[config.mk]
export PLATFORM = sky130hd
export DESIGN_NAME = spi_bus_ctrl
export DESIGN_NICKNAME = d
export VERILOG_FILES = /design/src/rtl/spi_pkg.sv /design/src/rtl/spi_bus_ctrl_edge_det.sv /design/src/rtl/spi_bus_ctrl.sv
export SDC_FILE = /design/constraint.sdc
export NUM_CORES = 1
export LEC_CHECK = 0
export CORE_MARGIN = 2
export CORE_UTILIZATION = 45
export CTS_CLUSTER_SIZE = 25
export DETAILED_ROUTE_END_ITERATION = 8
export PLACE_DENSITY = 0.77
export RECOVER_POWER = 100
export SYNTH_ARGS = -nofsm -noshare
export SYNTH_HDL_FRONTEND = slang
export SYNTH_SLANG_ARGS = --single-unit
export TNS_END_PERCENT = 30
[constraint.sdc]
create_clock -name clk -period 2.5 [get_ports clk]
set_input_delay 0.5 -clock clk [delete_from_list [all_inputs] [get_ports clk]]
set_output_delay 0.5 -clock clk [all_outputs]
set_load 0.02 [all_outputs]
[src/rtl/spi_pkg.sv]
// Shared definitions for the SPI-to-bus transaction sequencer: FSM encoding,
// status field bit positions and the fill value returned on a failed read.
package spi_pkg;

  typedef enum logic [2:0] {
    IDLE    = 3'd0,
    RD_REQ  = 3'd1,
    RD_DONE = 3'd2,
    WR_WAIT = 3'd3,
    WR_REQ  = 3'd4
  } state_t;

  localparam int ST_WR    = 2;
  localparam int ST_BURST = 1;

  // Replicated across the data width when a read times out.
  localparam logic RD_ERR_FILL = 1'b1;

endpackage

[src/rtl/spi_bus_ctrl_edge_det.sv]
// Registered rising-edge detector: one-cycle pulse the cycle after level rises.
module edge_det (
  input  logic clk,
  input  logic reset,
  input  logic level,
  output logic pulse
);

  logic prev_reg;
  logic pulse_reg;

  always_ff @(posedge clk) begin
    if (reset) begin
      prev_reg  <= 1'b0;
      pulse_reg <= 1'b0;
    end else begin
      prev_reg  <= level;
      pulse_reg <= level & ~prev_reg;
    end
  end

  assign pulse = pulse_reg;

endmodule

[src/rtl/spi_bus_ctrl.sv]
// Sequences single-word bus reads/writes from SPI address/data phase events,
// with burst auto-increment, a per-access timeout and chip-select abort.
module spi_bus_ctrl
  import spi_pkg::*;
#(
  parameter int ADDR_W  = 20,
  parameter int DATA_W  = 16,
  parameter int TIMEOUT = 255
) (
  input  logic              clk,
  input  logic              reset,
  input  logic              cs_n,
  input  logic              address_ready,
  input  logic              data_ready,
  input  logic [ADDR_W-1:0] addr_in,
  input  logic [3:0]        status_in,
  input  logic [DATA_W-1:0] wdata_in,
  output logic [DATA_W-1:0] spi_rdata,
  output logic              bus_req,
  output logic              bus_we,
  output logic [ADDR_W-1:0] bus_addr,
  output logic [DATA_W-1:0] bus_wdata,
  input  logic              bus_ack,
  input  logic [DATA_W-1:0] bus_rdata,
  output logic              busy,
  output logic              err
);

  localparam logic [9:0] TO_LAST = 10'(TIMEOUT - 1);

  logic [1:0] lvl;
  logic [1:0] evt;
  logic       ap;
  logic       dp;

  assign lvl = {data_ready, address_ready};

  for (genvar gi = 0; gi < 2; gi++) begin : g_edge
    edge_det u_edge (
      .clk   (clk),
      .reset (reset),
      .level (lvl[gi]),
      .pulse (evt[gi])
    );
  end

  assign ap = evt[0];
  assign dp = evt[1];

  state_t            state_reg, state_next;
  logic [ADDR_W-1:0] cur_addr_reg, cur_addr_next;
  logic [3:0]        cur_stat_reg, cur_stat_next;
  logic [DATA_W-1:0] rdata_reg, rdata_next;
  logic [DATA_W-1:0] wdata_reg, wdata_next;
  logic              err_reg, err_next;
  logic [9:0]        cnt_reg, cnt_next;
  logic              req_reg, we_reg, busy_reg;

  always_comb begin
    state_next    = state_reg;
    cur_addr_next = cur_addr_reg;
    cur_stat_next = cur_stat_reg;
    rdata_next    = rdata_reg;
    wdata_next    = wdata_reg;
    err_next      = err_reg;
    cnt_next      = 10'd0;
    case (state_reg)
      IDLE: begin
        if (ap && !cs_n) begin
          cur_addr_next = addr_in;
          cur_stat_next = status_in;
          err_next      = 1'b0;
          state_next    = status_in[ST_WR] ? WR_WAIT : RD_REQ;
        end
      end
      RD_REQ: begin
        // An ack wins over a simultaneous data phase, which is dropped.
        if (bus_ack) begin
          rdata_next = bus_rdata;
          state_next = RD_DONE;
        end else if (cnt_reg == TO_LAST) begin
          rdata_next = {DATA_W{RD_ERR_FILL}};
          err_next   = 1'b1;
          state_next = IDLE;
        end else begin
          cnt_next = cnt_reg + 10'd1;
        end
      end
      RD_DONE: begin
        if (dp) begin
          if (cur_stat_reg[ST_BURST]) begin
            cur_addr_next = cur_addr_reg + 1'b1;
            state_next    = RD_REQ;
          end else begin
            state_next = IDLE;
          end
        end
      end
      WR_WAIT: begin
        if (dp) begin
          wdata_next = wdata_in;
          state_next = WR_REQ;
        end
      end
      WR_REQ: begin
        if (bus_ack) begin
          if (cur_stat_reg[ST_BURST]) begin
            cur_addr_next = cur_addr_reg + 1'b1;
            state_next    = WR_WAIT;
          end else begin
            state_next = IDLE;
          end
        end else if (cnt_reg == TO_LAST) begin
          err_next   = 1'b1;
          state_next = IDLE;
        end else begin
          cnt_next = cnt_reg + 10'd1;
        end
      end
      default: state_next = IDLE;
    endcase
    // Abort keeps err and spi_rdata, except that an ack landing now still delivers its data.
    if (cs_n) begin
      state_next = IDLE;
      err_next   = err_reg;
      if (!(state_reg == RD_REQ && bus_ack)) begin
        rdata_next = rdata_reg;
      end
    end
  end

  always_ff @(posedge clk) begin
    if (reset) begin
      state_reg    <= IDLE;
      cur_addr_reg <= '0;
      cur_stat_reg <= '0;
      rdata_reg    <= '0;
      wdata_reg    <= '0;
      err_reg      <= 1'b0;
      cnt_reg      <= 10'd0;
      req_reg      <= 1'b0;
      we_reg       <= 1'b0;
      busy_reg     <= 1'b0;
    end else begin
      state_reg    <= state_next;
      cur_addr_reg <= cur_addr_next;
      cur_stat_reg <= cur_stat_next;
      rdata_reg    <= rdata_next;
      wdata_reg    <= wdata_next;
      err_reg      <= err_next;
      cnt_reg      <= cnt_next;
      req_reg      <= (state_next == RD_REQ) || (state_next == WR_REQ);
      we_reg       <= (state_next == WR_REQ);
      busy_reg     <= (state_next != IDLE);
    end
  end

  assign spi_rdata = rdata_reg;
  assign bus_req   = req_reg;
  assign bus_we    = we_reg;
  assign bus_addr  = cur_addr_reg;
  assign bus_wdata = wdata_reg;
  assign busy      = busy_reg;
  assign err       = err_reg;

endmodule

Word-level counts from Yosys, hierarchy flattened
Cells that the tools add are included.

operators by class
  eq/ne operators = 13
  reductions and logical operators = 14
  add/sub/neg operators = 2
  bitwise gates (word level) = 6
  mux-type cells = 25

operators by type and width
  cell                                                                      count
  16-bit 2-to-1 mux                                                         5
  20-bit 2-to-1 mux                                                         4
  20-bit case mux with 3 select lines                                       1
  3-bit 2-to-1 mux                                                          7
  20-bit by 1-bit adder with 20-bit output (second input constant)          1
  3-bit case mux with 5 select lines                                        1
  10-bit by 1-bit adder with 10-bit output (second input constant)          1
  10-bit by 8-bit == test with 1-bit output (second input constant)         1
  3-bit by 1-bit == test with 1-bit output (second input constant)          2
  3-bit by 2-bit == test with 1-bit output (second input constant)          2
  3-bit == test (second input constant)                                     2
  2-bit by 1-bit inequality test with 1-bit output (second input constant)  3
  2-bit inequality test (second input constant)                             3
  3-bit nonzero test                                                        2
  5-bit AND reduction                                                       1
  1-bit 2-to-1 mux                                                          4
  2-bit 2-to-1 mux                                                          2
  1-bit inverter                                                            4
  2-bit AND reduction                                                       2
  4-bit AND reduction                                                       1
  4-bit OR reduction                                                        1
  3-bit logical NOT                                                         1
  1-bit bitwise AND                                                         2
  1-bit logical AND                                                         2
  5 further kinds                                                           5

storage, ports and cells
  register bits = 75
  input port bits = 62
  output and inout bits = 56

Logic depth before layout (Yosys ltp)
  depth after elaboration = 7
  mapped depth = 8
  gate-level depth less buffers = 7

By module
A second synthesis with hierarchy kept.

second synthesis, totals
  cell total of the unflattened synthesis = 419
  area, all modules = 3433.3 sq um

by module, submodules not included
  module        cells an instance  instances  sequential area each (sq um)  area an instance (sq um)
  spi_bus_ctrl  411                1          1401.3                        3315.7
  edge_det      4                  2          40.0                          58.8

Worst setup path after synthesis
Ideal clock, no wire load.

  kind = register -> register
  start point = register cur_addr_reg[0] (netlist: bus_addr[0])
  end point = register cur_addr_reg[18] (netlist: bus_addr[18])
  setup slack = 0.489 ns
  arrival time = 1.937 ns
  stages on the path, launching flop included = 7
  period minus slack after synthesis = 2.011 ns
  required time = 2.426 ns
  cells stage by stage = dfxtp_1 -> ha_1 -> nand3_2 -> nor3_2 -> nand4_1 -> or4_1 -> a31oi_1

between the ends
  cells in the longest elaborated chain, start to end = 4
  elaborated cells on any way between the ends = 5

RTL lines
  element                                     RTL line                                 RTL
  from (decl)                                 spi_bus_ctrl.sv:51                       logic [ADDR_W-1:0] cur_addr_reg, cur_addr_next;
  from (signal assigned)                      spi_bus_ctrl.sv:146                      cur_addr_reg <= cur_addr_next;
  20-bit by 1-bit adder with 20-bit output *  spi_bus_ctrl.sv:92, spi_bus_ctrl.sv:108
  20-bit 2-to-1 mux *                         spi_bus_ctrl.sv:91, spi_bus_ctrl.sv:107
  20-bit 2-to-1 mux (on tied branches)        spi_bus_ctrl.sv:106, spi_bus_ctrl.sv:90
  20-bit case mux with 3 select lines *       spi_bus_ctrl.sv:67                       case (state_reg)

Mark *: on every way between the ends. The rest lies on a longest branch, timed or not. The select of a mux whose other input is x is not followed.
A chain may end at the register's enable or synchronous reset.

Worst setup path in the final report
  start point = register state_reg[1]
  end point = register cur_addr_reg[9] (netlist: bus_addr[9])

between the ends
  cells in the longest elaborated chain, start to end = 3
  elaborated cells on any way between the ends = 9

RTL lines
  element                                                                                   RTL line             RTL
  from (decl)                                                                               spi_bus_ctrl.sv:50   state_t state_reg, state_next;
  from (signal assigned)                                                                    spi_bus_ctrl.sv:145  state_reg <= state_next;
  3-bit by 2-bit == test with 1-bit output, or another cell as far along                    spi_bus_ctrl.sv:67
  2-bit by 1-bit inequality test with 1-bit output (no line), or another cell as far along  n/a
  4-bit AND reduction (no line)                                                             n/a

Parallel ways exist; a longest one is shown, timed or not.

==> impl_metrics.py <==
metrics = {
    "run_status": {
        "status": "completed",
    },
    "final_layout": {
        "layout_commonest_cell": "dfxtp_1",
        "area_growth_pct": 42.56,
        "drive_gt1_share_pct": 11.46,
        "layout.cells.most_common_list": "dfxtp_1 (74), dlygate4sd3_1 (58), clkdlybuf4s50_1 (57), nand2_1 (50), a21oi_1 (36)",
        "final_nets": 566,
        "num-fill-cells": 611,
        "final_area_mm2": 0.004761,
        "largest_reg_flops": 20,
        "diodes": 0,
    },
    "synthesis": {
        "ys_ff_latch": 74,
        "synthFlopType": "dfxtp_1",
        "ys_warn_count": 0,
        "synth_edf_count": 0,
        "synth_nets": 447,
        "synth_cells": 382,
        "ys_types": 59,
        "synth_xor_area_share_pct": 2.885,
        "syn-cell-area_mm2": 0.003339,
        "synth_mux_area_share_pct": 0.2997,
        "async_flop_share_pct": 0,
        "synth_top_family_by_area": "compound AO/OA/AOI/OAI gates",
        "synth_compound_area_share_pct": 23.53,
        "synthSimpleGateAreaFrac_pct": 23.45,
        "avgSynthCellArea_um2": 8.742,
        "synth-adder-area-share_pct": 1.124,
        "synth-seq-area-share_pct": 44.36,
    },
    "timing": {
        "skew_ns": 0.007917,
        "period_share_pct": 87.37,
        "finalSetupViolCount": 0,
        "layout_setup_ws_ns": 0.3157,
        "slew-limit-headroom_pct": 47.28,
        "worst_slew_pin_slew_ns": 0.7907,
        "slew_violations": 0,
        "final_hold_viol_count": 0,
        "fmax_mhz": 457.8,
        "rsz0062_at_grt": "no",
        "finalSetupTns_ns": 0,
        "layout_min_cycle_time_ns": 2.184,
        "timing.hold.ws_ns": 0.3887,
    },
    "clock_tree": {
        "max-clock-path-buffers": 2,
        "post_cts_buffers": 0,
        "cts_tree": "built",
        "htreeDepth": 3,
        "clock-sinks": 74,
        "numCtsBuffers": 9,
        "clk_latency_ns": 0.35,
        "clkTransAtPathRegs_ns": 0.08,
        "cts-hold-fix-buffers": 0,
        "cts_resized": 0,
        "clockRootBuffer": "clkbuf_8",
    },
    "place": {
        "hpwlAfterDp_um": 6436,
        "place.gp.congestion": 0.8738,
        "port_buffers": 115,
        "dpl_cell_area_mm2": 0.004593,
        "pre_cts_slack_ns": 0.1595,
    },
    "worst_setup_path": {
        "endpoint_kind": "flop",
        "cp_top_family": "simple AND/OR/NAND/NOR gates",
        "rr_startpoint": "state_reg[1]",
        "r2r-end": "bus_addr[9]",
        "crit_slowest_cell": "dfxtp_1",
        "start_kind": "flop",
        "required_ns": 2.75,
        "cp_max_fo": 16,
        "cp.arrival_ns": 2.43,
        "critPathKind": "reg -> reg",
        "rr_worst_depth": 6,
        "path_cells": "or3b_2 > o21a_1 > nand2_1 > clkbuf_2 > nor2_1 > a32o_1",
        "max_stage_delay_ns": 0.64,
        "worst-path-buf-inv": 1,
        "rrSetupSlack_ns": 0.32,
    },
    "grt": {
        "antenna_found_initial": 0,
        "grt_pass1_vias": 3177,
        "grt_max_degree": 21,
        "grt_pass1_wl_um": 14950,
        "grtUsageTotal_pct": 22.36,
        "gr-total-overflow": 0,
    },
    "worst_hold_path": {
        "hp-class": "reg -> reg",
        "hold_path_end": "g_edge[1].u_edge.pulse",
        "whs_path_depth": 1,
        "holdCritStartpoint": "g_edge[1].u_edge.prev_reg",
    },
    "route": {
        "drt_iter0_markers": 214,
        "drt-total-wl_um": 8755,
        "drc": 0,
        "route.top_layer_used": "met4",
        "viasPerCell": 5.383,
        "drtPass1Iterations": 4,
        "wl_met2_um": 4188,
        "wl_met3_um": 661,
        "m1WireLength_um": 3796,
        "ant_nets": 0,
        "wl_per_cell_um": 14.47,
        "vias": 3257,
    },
    "job": {
        "maxCapViolations": 0,
    },
    "die": {
        "die_y_um": 90.15,
        "dieArea_mm2": 0.008126,
        "dieWidth_um": 90.15,
        "num_rows": 31,
        "ioPinCount": 118,
        "initial_utilization_pct": 46.29,
        "core_area_mm2": 0.007214,
    },
    "power": {
        "power_uw": 2318,
        "power_density_mw_per_mm2": 487.0,
        "irDropWorstVdd_v": 0.0002607,
        "p_leak_uw": 0.001871,
    },
}
worst max-delay path by stage:
stage | startpoint | end | slack (ns) | cells past startpoint
5_1_grt | state_reg[2] | bus_addr[14] | 0.13 | 6
6_report | state_reg[1] | bus_addr[9] | 0.32 | 6
2_1_floorplan | bus_addr[0] | bus_addr[18] | 0.49 | 6
3_3_place_gp | bus_ack | bus_addr[18] | 0.17 | 6
3_5_place_dp | cs_n | bus_addr[18] | 0.16 | 6
4_1_cts | state_reg[1] | bus_addr[9] | 0.44 | 6
cell type report:
type                    count  area, um^2  share of cell area [%]
flip-flops and latches     74        1481                   31.12
repair buffers            129        1246                   26.18
clock buffers              10       137.6                   2.891
well taps                  99       123.9                   2.602
inverters                   5       18.77                  0.3942
multi-input cells         282        1712                   35.95
clock inverters             6       41.29                  0.8673
kinds of logic after synthesis:
group / after synthesis
xor gates and xnor gates: 11
buffers and inverters: 26
and+or+nand+nor: 157
DFF: 74
AOI/OAI and AO/OA: 110
muxes: 1
adders and majority gates: 3
synth_stat cells, types with 3 or more instances:
| cell | n | area, um^2 |
|---|---|---|
| a211o_1 | 3 | 26.28 |
| a211oi_1 | 7 | 52.55 |
| a21o_1 | 4 | 30.03 |
| a21oi_1 | 36 | 180.2 |
| a22oi_1 | 3 | 22.52 |
| a31oi_1 | 7 | 43.79 |
| and3_1 | 7 | 43.79 |
| buf_4 | 3 | 22.52 |
| buf_6 | 4 | 45.04 |
| clkbuf_1 | 12 | 45.04 |
| dfxtp_1 | 74 | 1481 |
| ha_1 | 3 | 37.54 |
| inv_1 | 4 | 15.01 |
| nand2_1 | 50 | 187.7 |
| nand2b_1 | 5 | 31.28 |
| nand3_1 | 19 | 95.09 |
| nand4_1 | 4 | 25.02 |
| nor2_1 | 34 | 127.6 |
| nor2b_1 | 5 | 31.28 |
| nor3_1 | 9 | 45.04 |
| o21ai_0 | 17 | 85.08 |
| o221a_2 | 16 | 180.2 |
| o31ai_1 | 3 | 22.52 |
| xnor2_1 | 4 | 35.03 |
| xor2_1 | 7 | 61.31 |
per-stage QoR:
step / util [%] / std cells
global placement: 63.67 / 589
floorplan: - / 382
detailed placement: 63.67 / 589
global route: 65.99 / 605
CTS: 66.15 / 605
finish: 65.99 / 605
where the power goes:
part           leakage, uW  internal [uW]  switching [uW]
Combinational      0.00119            145             106
Clock            0.0000847            386             456
Sequential        0.000599           1200            24.4
Total              0.00187           1730             587
layer usage:
layer | global-route usage (%) | up-vias
met3 | 6.873 | 9
li1 | - | 1626
met1 | 27.36 | 1509
met4 | 8.974 | 0
met2 | 36.72 | 113
met5 | 0 | -
No activity file was read; power rests on OpenSTA's default activity.
